<file path="config.mk">
export PLATFORM = sky130hd
export DESIGN_NAME = seg_display_decoder_flat
export DESIGN_NICKNAME = d
export VERILOG_FILES = /design/src/rtl/seg_display_decoder_if.sv /design/src/rtl/seg_display_decoder.sv /design/src/flat_wrapper.sv
export SDC_FILE = /design/constraint.sdc
export NUM_CORES = 1
export LEC_CHECK = 0
export ABC_CLOCK_PERIOD_IN_PS = 4100
export CAP_MARGIN = 20
export CORE_ASPECT_RATIO = 1.75
export CORE_UTILIZATION = 50
export CTS_CLUSTER_SIZE = 24
export DETAILED_ROUTE_END_ITERATION = 16
export PLACE_DENSITY = 0.73
export RECOVER_POWER = 100
export SLEW_MARGIN = 20
export SYNTH_ARGS = -nofsm -noshare
export SYNTH_HDL_FRONTEND = slang
export SYNTH_SLANG_ARGS = --single-unit
</file>
<file path="constraint.sdc">
create_clock -name clk -period 4.1 [get_ports clk]
set_input_delay 0.615 -clock clk [delete_from_list [all_inputs] [get_ports clk]]
set_output_delay 0.615 -clock clk [all_outputs]
set_load 0.005 [all_outputs]
</file>
<file path="src/rtl/seg_display_decoder_if.sv">
// Frame output channel of seg_display_decoder: captured digits plus valid/ready handshake.
// master = decoder (producer), slave = consumer.
interface seg_display_decoder_if #(
  parameter int DIGITS = 4
) ();
  logic [4*DIGITS-1:0] value;
  logic [DIGITS-1:0]   dp;
  logic [DIGITS-1:0]   bad_mask;
  logic                frame_valid;
  logic                frame_ready;

  modport master (
    output value, dp, bad_mask, frame_valid,
    input  frame_ready
  );

  modport slave (
    input  value, dp, bad_mask, frame_valid,
    output frame_ready
  );
endinterface

</file>
<file path="src/rtl/seg_display_decoder.sv">
// Snoops a multiplexed active-low seven-segment bus, decodes each settled digit to hex and
// offers complete frames on a valid/ready channel. Define SEG_DECODE_DP_EN to capture decimal points.
module seg_display_decoder #(
  parameter int DIGITS        = 4,
  parameter int STABLE_CYCLES = 8
) (
  input  logic                  clk,
  input  logic                  rst_n,
  input  logic [DIGITS-1:0]     an_n,
  input  logic [7:0]            seg_n,
  seg_display_decoder_if.master frame,
  output logic                  sync_err,
  output logic                  overrun
);
  localparam int EXP_W = (DIGITS > 1) ? $clog2(DIGITS) : 1;
  localparam int CNT_W = $clog2(STABLE_CYCLES);
  localparam logic [CNT_W-1:0] CNT_MAX = CNT_W'(STABLE_CYCLES - 1);
`ifdef SEG_DECODE_DP_EN
  localparam logic [7:0] SEG_USED = 8'hFF;
`else
  // dp line forced to its idle level so it never captures and never counts as a change.
  localparam logic [7:0] SEG_USED = 8'h7F;
`endif

  typedef enum logic [1:0] {IDLE, SETTLE, HOLD, DONE} state_e;

  state_e              state_q, state_d;
  logic [DIGITS-1:0]   an_s1, an_s2, an_p;
  logic [7:0]          seg_s1, seg_s2, seg_p;
  logic [CNT_W-1:0]    cnt_q;
  logic [EXP_W-1:0]    exp_q;
  logic [4*DIGITS-1:0] scr_value;
  logic [DIGITS-1:0]   scr_dp, scr_bad;

  logic [DIGITS-1:0]   an_act, exp_oh, next_oh;
  logic                sel_first, sel_exp, sel_next, all_off, anode_bad;
  logic                changed, last, settled;
  logic                capture, advance, abort;
  logic [4:0]          glyph;

  function automatic logic [4:0] decode(input logic [6:0] g);
    case (g)
      7'h3F:   decode = {1'b0, 4'h0};
      7'h06:   decode = {1'b0, 4'h1};
      7'h5B:   decode = {1'b0, 4'h2};
      7'h4F:   decode = {1'b0, 4'h3};
      7'h66:   decode = {1'b0, 4'h4};
      7'h6D:   decode = {1'b0, 4'h5};
      7'h7D:   decode = {1'b0, 4'h6};
      7'h07:   decode = {1'b0, 4'h7};
      7'h7F:   decode = {1'b0, 4'h8};
      7'h6F:   decode = {1'b0, 4'h9};
      7'h77:   decode = {1'b0, 4'hA};
      7'h7C:   decode = {1'b0, 4'hB};
      7'h39:   decode = {1'b0, 4'hC};
      7'h3E:   decode = {1'b0, 4'hD};
      7'h79:   decode = {1'b0, 4'hE};
      7'h71:   decode = {1'b0, 4'hF};
      default: decode = {1'b1, 4'h0};
    endcase
  endfunction

  // Input synchronizers plus one extra stage holding the previous sample for change detection.
  // NOTE: sequential state uses non-blocking assignments so every flop samples pre-edge values.
  always_ff @(posedge clk or negedge rst_n) begin
    if (!rst_n) begin
      an_s1  <= '1;
      an_s2  <= '1;
      an_p   <= '1;
      seg_s1 <= '1;
      seg_s2 <= '1;
      seg_p  <= '1;
    end else begin
      an_s1  <= an_n;
      an_s2  <= an_s1;
      an_p   <= an_s2;
      seg_s1 <= seg_n | ~SEG_USED;
      seg_s2 <= seg_s1;
      seg_p  <= seg_s2;
    end
  end

  assign an_act    = ~an_s2;
  assign exp_oh    = DIGITS'(1) << exp_q;
  assign next_oh   = exp_oh << 1;
  assign sel_first = (an_act == DIGITS'(1));
  assign sel_exp   = (an_act == exp_oh);
  assign sel_next  = (next_oh != '0) && (an_act == next_oh);
  assign all_off   = (an_act == '0);
  assign anode_bad = !(all_off || sel_exp || sel_next);
  assign changed   = ({an_s2, seg_s2} != {an_p, seg_p});
  assign last      = (exp_q == EXP_W'(DIGITS - 1));
  assign settled   = sel_exp && !changed && (cnt_q == CNT_MAX);
  assign glyph     = decode(~seg_s2[6:0]);

  always_ff @(posedge clk or negedge rst_n) begin
    if (!rst_n)              cnt_q <= '0;
    else if (changed)        cnt_q <= '0;
    else if (cnt_q != CNT_MAX) cnt_q <= cnt_q + 1'b1;
  end

  always_ff @(posedge clk or negedge rst_n) begin
    if (!rst_n) state_q <= IDLE;
    else        state_q <= state_d;
  end

  // NOTE: every always_comb output gets a default first, so no path can infer a latch.
  always_comb begin
    state_d = state_q;
    capture = 1'b0;
    advance = 1'b0;
    abort   = 1'b0;
    unique case (state_q)
      IDLE:   if (sel_first) state_d = SETTLE;
      SETTLE: begin
        if (anode_bad) begin
          abort   = 1'b1;
          state_d = IDLE;
        end else if (settled) begin
          capture = 1'b1;
          state_d = last ? DONE : HOLD;
        end
      end
      HOLD: begin
        if (anode_bad) begin
          abort   = 1'b1;
          state_d = IDLE;
        end else if (sel_next) begin
          advance = 1'b1;
          state_d = SETTLE;
        end
      end
      DONE:    state_d = IDLE;
      default: state_d = IDLE;
    endcase
  end

  // NOTE: the scratch frame is small register storage, so it is reset like any other state.
  always_ff @(posedge clk or negedge rst_n) begin
    if (!rst_n) begin
      exp_q     <= '0;
      scr_value <= '0;
      scr_dp    <= '0;
      scr_bad   <= '0;
    end else if (state_q == IDLE) begin
      exp_q     <= '0;
      scr_value <= '0;
      scr_dp    <= '0;
      scr_bad   <= '0;
    end else begin
      if (advance) exp_q <= exp_q + 1'b1;
      if (capture) begin
        scr_value[4*exp_q +: 4] <= glyph[3:0];
        scr_dp[exp_q]           <= ~seg_s2[7];
        scr_bad[exp_q]          <= glyph[4];
      end
    end
  end

  always_ff @(posedge clk or negedge rst_n) begin
    if (!rst_n) sync_err <= 1'b0;
    else        sync_err <= abort;
  end

  // A new frame may load in the same cycle the held one is accepted; otherwise it is dropped.
  always_ff @(posedge clk or negedge rst_n) begin
    if (!rst_n) begin
      frame.value       <= '0;
      frame.dp          <= '0;
      frame.bad_mask    <= '0;
      frame.frame_valid <= 1'b0;
      overrun           <= 1'b0;
    end else begin
      if (frame.frame_valid && frame.frame_ready) begin
        frame.frame_valid <= 1'b0;
        overrun           <= 1'b0;
      end
      if (state_q == DONE) begin
        if (!frame.frame_valid || frame.frame_ready) begin
          frame.value       <= scr_value;
          frame.dp          <= scr_dp;
          frame.bad_mask    <= scr_bad;
          frame.frame_valid <= 1'b1;
        end else begin
          overrun <= 1'b1;
        end
      end
    end
  end
endmodule

</file>
<file path="src/flat_wrapper.sv">
// flat-port wrapper written by rule: the top's interface ports become plain ports
module seg_display_decoder_flat 
#(
  parameter int DIGITS        = 4,
  parameter int STABLE_CYCLES = 8
)
  (clk, rst_n, an_n, seg_n, sync_err, overrun, frame_value, frame_dp, frame_bad_mask, frame_frame_valid, frame_frame_ready);
  seg_display_decoder_if #(.DIGITS(DIGITS)) frame_i ();
  input  logic clk;
  input  logic rst_n;
  input  logic [DIGITS-1:0] an_n;
  input  logic [7:0] seg_n;
  output logic sync_err;
  output logic overrun;
  output wire logic [$bits(frame_i.value)-1:0] frame_value;
  output wire logic [$bits(frame_i.dp)-1:0] frame_dp;
  output wire logic [$bits(frame_i.bad_mask)-1:0] frame_bad_mask;
  output wire logic [$bits(frame_i.frame_valid)-1:0] frame_frame_valid;
  input wire logic [$bits(frame_i.frame_ready)-1:0] frame_frame_ready;
  assign frame_value = frame_i.value;
  assign frame_dp = frame_i.dp;
  assign frame_bad_mask = frame_i.bad_mask;
  assign frame_frame_valid = frame_i.frame_valid;
  assign frame_i.frame_ready = frame_frame_ready;
  seg_display_decoder #(.DIGITS(DIGITS), .STABLE_CYCLES(STABLE_CYCLES)) u_core (.clk(clk), .rst_n(rst_n), .an_n(an_n), .seg_n(seg_n), .frame(frame_i), .sync_err(sync_err), .overrun(overrun));
endmodule
</file>
Word-level counts from Yosys, hierarchy flattened --
Cells that the tools add are included.
Storage, ports and cells: flip-flop bits (word level) 91, input bits 15, output and inout bits 27, logic and storage cells 114
Cells by class: $add $sub $neg 3, magnitude comparators 2, equal/unequal tests 29, shift operators 3, muxes and demuxes 36, bitwise logic cells 4, reduce and logical (&&, ||, !) cells 19
Operator list (number):
- one-hot mux 5 bit (16 select lines) | 1
- == test 7 bit (second input constant) | 11
- negator 4 -> 34 bit | 1
- variable shift 4 x 34 -> 16 bit (first input constant) | 1
- indexed part select 4 x 34 -> 16 bit | 1
- 2-to-1 mux 16 bit | 2
- == test 7 x 6 -> 1 bit (second input constant) | 3
- bitwise mux 16 bit | 1
- 2-to-1 mux 1 bit | 16
- 2-to-1 mux 4 bit | 4
- == test 7 x 3 -> 1 bit (second input constant) | 2
- 2-to-1 mux 2 bit | 7
- inequality test 11 bit | 1
- == test 4 bit | 2
- NOT 4 bit | 2
- one-hot mux 2 bit (4 select lines) | 1
- NOT 7 bit | 1
- == test 2 bit (second input constant) | 3
- 2-to-1 mux 3 bit | 2
- inequality test 3 x 2 -> 1 bit (second input constant) | 2
- nonzero test 2 bit | 3
- logical AND 1 bit | 5
- AND 4 bit | 1
- bitwise mux 4 bit | 1
- 19 further kinds | 22

Depth between registers and ports, before layout --
depth in word-level cells 9, depth in mapped cells 9, gate-level depth less buffers 7

Worst setup path after synthesis --
No wires, ideal clock.
path kind register to register, start point reg u_core.exp_q[0], end point reg u_core.scr_value[10], setup time 0.079 ns, arrival time 2.046 ns, slack 1.975 ns, stages on the path, launching flop included 10, buffers on the path 2, clock period less this slack 2.125 ns, cell sequence dfrtp_1 > inv_1 > ha_1 > buf_2 > xnor2_1 > nor4_4 > and4_4 > and3_1 > buf_6 > mux2i_1
Between the ends: cells in the longest elaborated chain, start to end 8
Ends and longest elaborated chain:
- start, declared | line seg_display_decoder.sv:31 | logic [EXP_W-1:0] exp_q;
- start signal, assigned | line seg_display_decoder.sv:151 | if (advance) exp_q <= exp_q + 1'b1;
- parallel branches: the longest is 8 deep, another holds negator 4 -> 34 bit
- end signal, assigned by index | line seg_display_decoder.sv:153 | scr_value[4*exp_q +: 4] <= glyph[3:0];
- end, declared | line seg_display_decoder.sv:32 | logic [4*DIGITS-1:0] scr_value;
Parallel ways; which one is timed is not known. The select of a mux whose other input is x is not followed. A chain may end at the register's enable or synchronous reset.

Worst setup path after layout --
Ends and elaborated chain as after synthesis.

==> summary.md <==
| Metric | Value |
|---|---|
| Fillers | `662` |
| Ys async rst share | `100%` |
| Fin crit period | `~3.1 ns` |
| Num rows | `43` |
| Hold Vio Cnt, Final | `0` |
| Placeable core area | `7960 µm²` |
| Critical path startpoint category | `register` |
| CTS resizes | `0` |
| PwrDens | `419 nW/µm²` |
| CTS sink cnt | `91` |
| Fin Setup TNS | `0 ns` |
| Sequential fraction of the synthesis area | `56.2%` |
| Cells after synthesis | `between 300 and 400` |
| Num ports | `42` |
| CTS buffer count | `9` |
| WP data required | `4.36 ns` |
| Final Util | `60.2%` |
| CTS Buffer Depth | `2` |
| Via density | `~5.6` |
| Routed Antenna Nets | `0` |
| Tot GR Track Use | `about a fifth` |
| Worst hold path type | `reg -> reg` |
| DR DRC count | `10` |
| Tcrit/Tclk final | `76.3%` |
| Slew HR | `-7.68%` |
| Total Wirelength | `7390 µm` |
| Synth top area share | `approximately a third` |
| Finished Cell Area | `approximately 4800 µm²` |
| Peak supply drop | `~260 µV` |
| CP Max Fanout | `15` |
| Crit Path Category | `reg -> reg` |
| Synthesized Nets | `363` |
| Worst-path clk slew | `0.06 ns` |
| Synth top area cells | `dfrtp_1 (35%), dfstp_2 (21%), mux2_2 (5.5%), mux2i_1 (3.4%), ha_1 (3.0%)` |
| R2r worst-path depth | `7` |
| CP Capture Type | `register` |
| Yosys warnings | `0` |
| Ratio of cells with drive above 1 in the final layout | `16.4%` |
| RSZ-0062 raised after global routing | `no` |
| Multi-input logic area | `1600 µm²` |
| FF+latch area | `2320 µm²` |
| Total grt overflow | `0` |
| GP Congestion | `0.812` |
| Hold buffers post-CTS | `0` |
| Total leakage power | `2.12 nW` |
| GRT busiest layer | `met2` |
| Via count | `~2.6k` |
| Die Y-Extent | `122 µm` |
| Largest net degree at the start of global routing | `69` |
| Mapped Area | `4120 µm²` |
| GR Util met1 | `21.4%` |
| Layout Nets | `between 300 and 400` |
| HPWL after DPL | `5110 µm` |
| Arrival @ worst endpoint | `3.38 ns` |
| Post-Layout Cell Count | `approximately 470` |
| Max cap viols | `1` |
| Slew Viols, Final | `69` |
| Reg2reg start | `u_core.exp_q[0]$_DFFE_PN0P_` |
| Measured slew at the worst slew-check pin | `between 1.5 and 2 ns` |
| Avg Cell Area, Syn | `~12 µm²` |
| Met3 capacity usage during global routing | `4.05%` |
| Die W | `between 70 and 80 µm` |
| # setup viols final | `0` |
| FF-to-FF End | `u_core.scr_value[10]$_DFFE_PN0P_` |
| PortBufs | `40` |
| H-tree levels | `3` |
| Cell taking the most area after synthesis | `dfrtp_1` |
| Diodes inserted | `0` |
| Most frequent cells in the layout | `dfrtp_1 (58), dlygate4sd3_1 (39), dfstp_2 (22)` |
| Post-synth cell types | `51` |
| Max Clock Skew | `0.00715 ns` |
| Setup Buffers After CTS | `0` |
| Wire per inst | `15.8 µm` |
| Post-synth EDFFs | `0` |
| Vias in the first global route | `2544` |
| Status | `finished with violations` |
| Synth-to-Final Area Change | `16.2%` |
| Placed inst area | `4530 µm²` |
| Violated checks | `DRC, capacitance limit, slew limit` |
| CTS tree | `done` |
| Total Power | `a little over 2 mW` |
| Post-synthesis register bit count | `91` |
| DR pass1 iterations | `10` |
| Flop2flop setup slack | `between 0.9 and 1 ns` |
| Primary FF master, synth | `dfrtp_1` |
| Hold depth | `0` |
| Initial antenna violation count | `0` |
| Starting density of the core | `51.8%` |
| Commonest non-fill, non-tap cell in the layout | `dfrtp_1` |
| HP Start | `u_core.an_s1[1]$_DFF_PN1_` |
| Hold endpoint | `u_core.an_s2[1]$_DFF_PN1_` |
| First-pass GRT wire length | `12200 µm` |
| Die ar. | `~8600 µm²` |
| Initial DRC count | `214` |
| Clk root buf | `clkbuf_16` |
| Cells after DPL | `around 450` |
| Grt met2 use | `32.0%` |
| Highest clock rate | `approximately 320 MHz` |
| Clock Latency Late Sink | `0.34 ns` |
## sequential cells by signal, summed over array words and instances, names as in the netlist, 7 cells and up
register	count
u_core.scr_value	16
u_core.frame.value	16
u_core.seg_s2	7
u_core.seg_p	7
u_core.seg_s1	7
## synthesized netlist by cell type, types with 5 or more instances
| cell | instances |
|---|---|
| a21oi_1 | 6 |
| nand3_1 | 7 |
| xnor2_1 | 8 |
| inv_1 | 14 |
| and3_1 | 5 |
| ha_1 | 10 |
| xor2_1 | 14 |
| dfstp_2 | 33 |
| nor3b_1 | 8 |
| a31oi_1 | 8 |
| nand2b_1 | 19 |
| dfrtp_1 | 58 |
| nor2_1 | 10 |
| mux2_2 | 20 |
| mux2i_1 | 14 |
| nor4_1 | 5 |
| a31o_1 | 8 |
| clkbuf_1 | 8 |
| nand2_1 | 17 |
| buf_2 | 6 |
| buf_6 | 5 |
| o21ai_0 | 10 |
## how the worst max path moves through the flow
| stage | end | cells after the start | slack, ns | from |
|---|---|---|---|---|
| floorplan | u_core.scr_value[10]$_DFFE_PN0P_ | 9 | 1.97 | u_core.exp_q[0]$_DFFE_PN0P_ |
| global placement | u_core.scr_bad[2]$_DFFE_PN0P_ | 7 | 1.55 | u_core.exp_q[0]$_DFFE_PN0P_ |
| detailed placement | u_core.scr_bad[2]$_DFFE_PN0P_ | 7 | 1.49 | u_core.exp_q[0]$_DFFE_PN0P_ |
| CTS | u_core.scr_value[10]$_DFFE_PN0P_ | 7 | 1.47 | u_core.exp_q[0]$_DFFE_PN0P_ |
| global route | u_core.scr_value[10]$_DFFE_PN0P_ | 7 | 0.71 | u_core.exp_q[0]$_DFFE_PN0P_ |
| finish | u_core.scr_value[10]$_DFFE_PN0P_ | 7 | 0.97 | u_core.exp_q[0]$_DFFE_PN0P_ |
## per-layer routing
metal	up-vias	share of wire [%]	wire length [µm]
met1	1300	41	3010
li1	1258	-	-
met4	0	2.7	202
met3	15	3.2	240
met2	62	53	3930
met5	-	0	0
## worst max-delay path, cell delays in order (launching register included)
cell     delay, ns
dfrtp_1       0.42
inv_1         0.17
ha_1          0.39
xnor2_1       0.13
nor4_1        0.63
and4_1        0.66
and3_1        0.42
mux2i_1       0.22
## per-stage QoR
stage	hold WS [ns]	worst slack, ns
after detailed placement	0.347	1.49
after CTS	0.355	1.47
after floorplan	0.319	1.97
final	0.359	0.972
after global routing	0.363	0.713
after global placement	0.346	1.55
## logic make-up after synthesis
kind of cell / count (synthesis) / share of synthesized area (%)
and+or+nand+nor: 93 / 13.7
xor gates and xnor gates: 22 / 4.67
DFF: 91 / 56.2
AOI/OAI and AO/OA: 53 / 9.14
adders and majority gates: 10 / 3.03
buffers and inverters: 35 / 4.37
muxes: 34 / 8.86
## power by group
| group | internal [mW] | leakage, nW | total, mW | switching [mW] |
|---|---|---|---|---|
| Combinational | 0.0954 | 0.832 | 0.230 | 0.135 |
| Clock | 0.489 | 0.147 | 0.814 | 0.325 |
| Sequential | 0.935 | 1.14 | 0.965 | 0.0300 |
| Total | 1.52 | 2.12 | 2.01 | 0.490 |
## area by class of cell
type                       instances  area share, %
sequential                        91           48.4
multi-input combinational        212           33.3
timing repair buffer              43           8.64
inverter                          15           1.17
clock buffer                      12           5.14
tap                               90           2.35
clock inverter                     4           1.02
No activity file was read; power rests on OpenSTA's default activity.
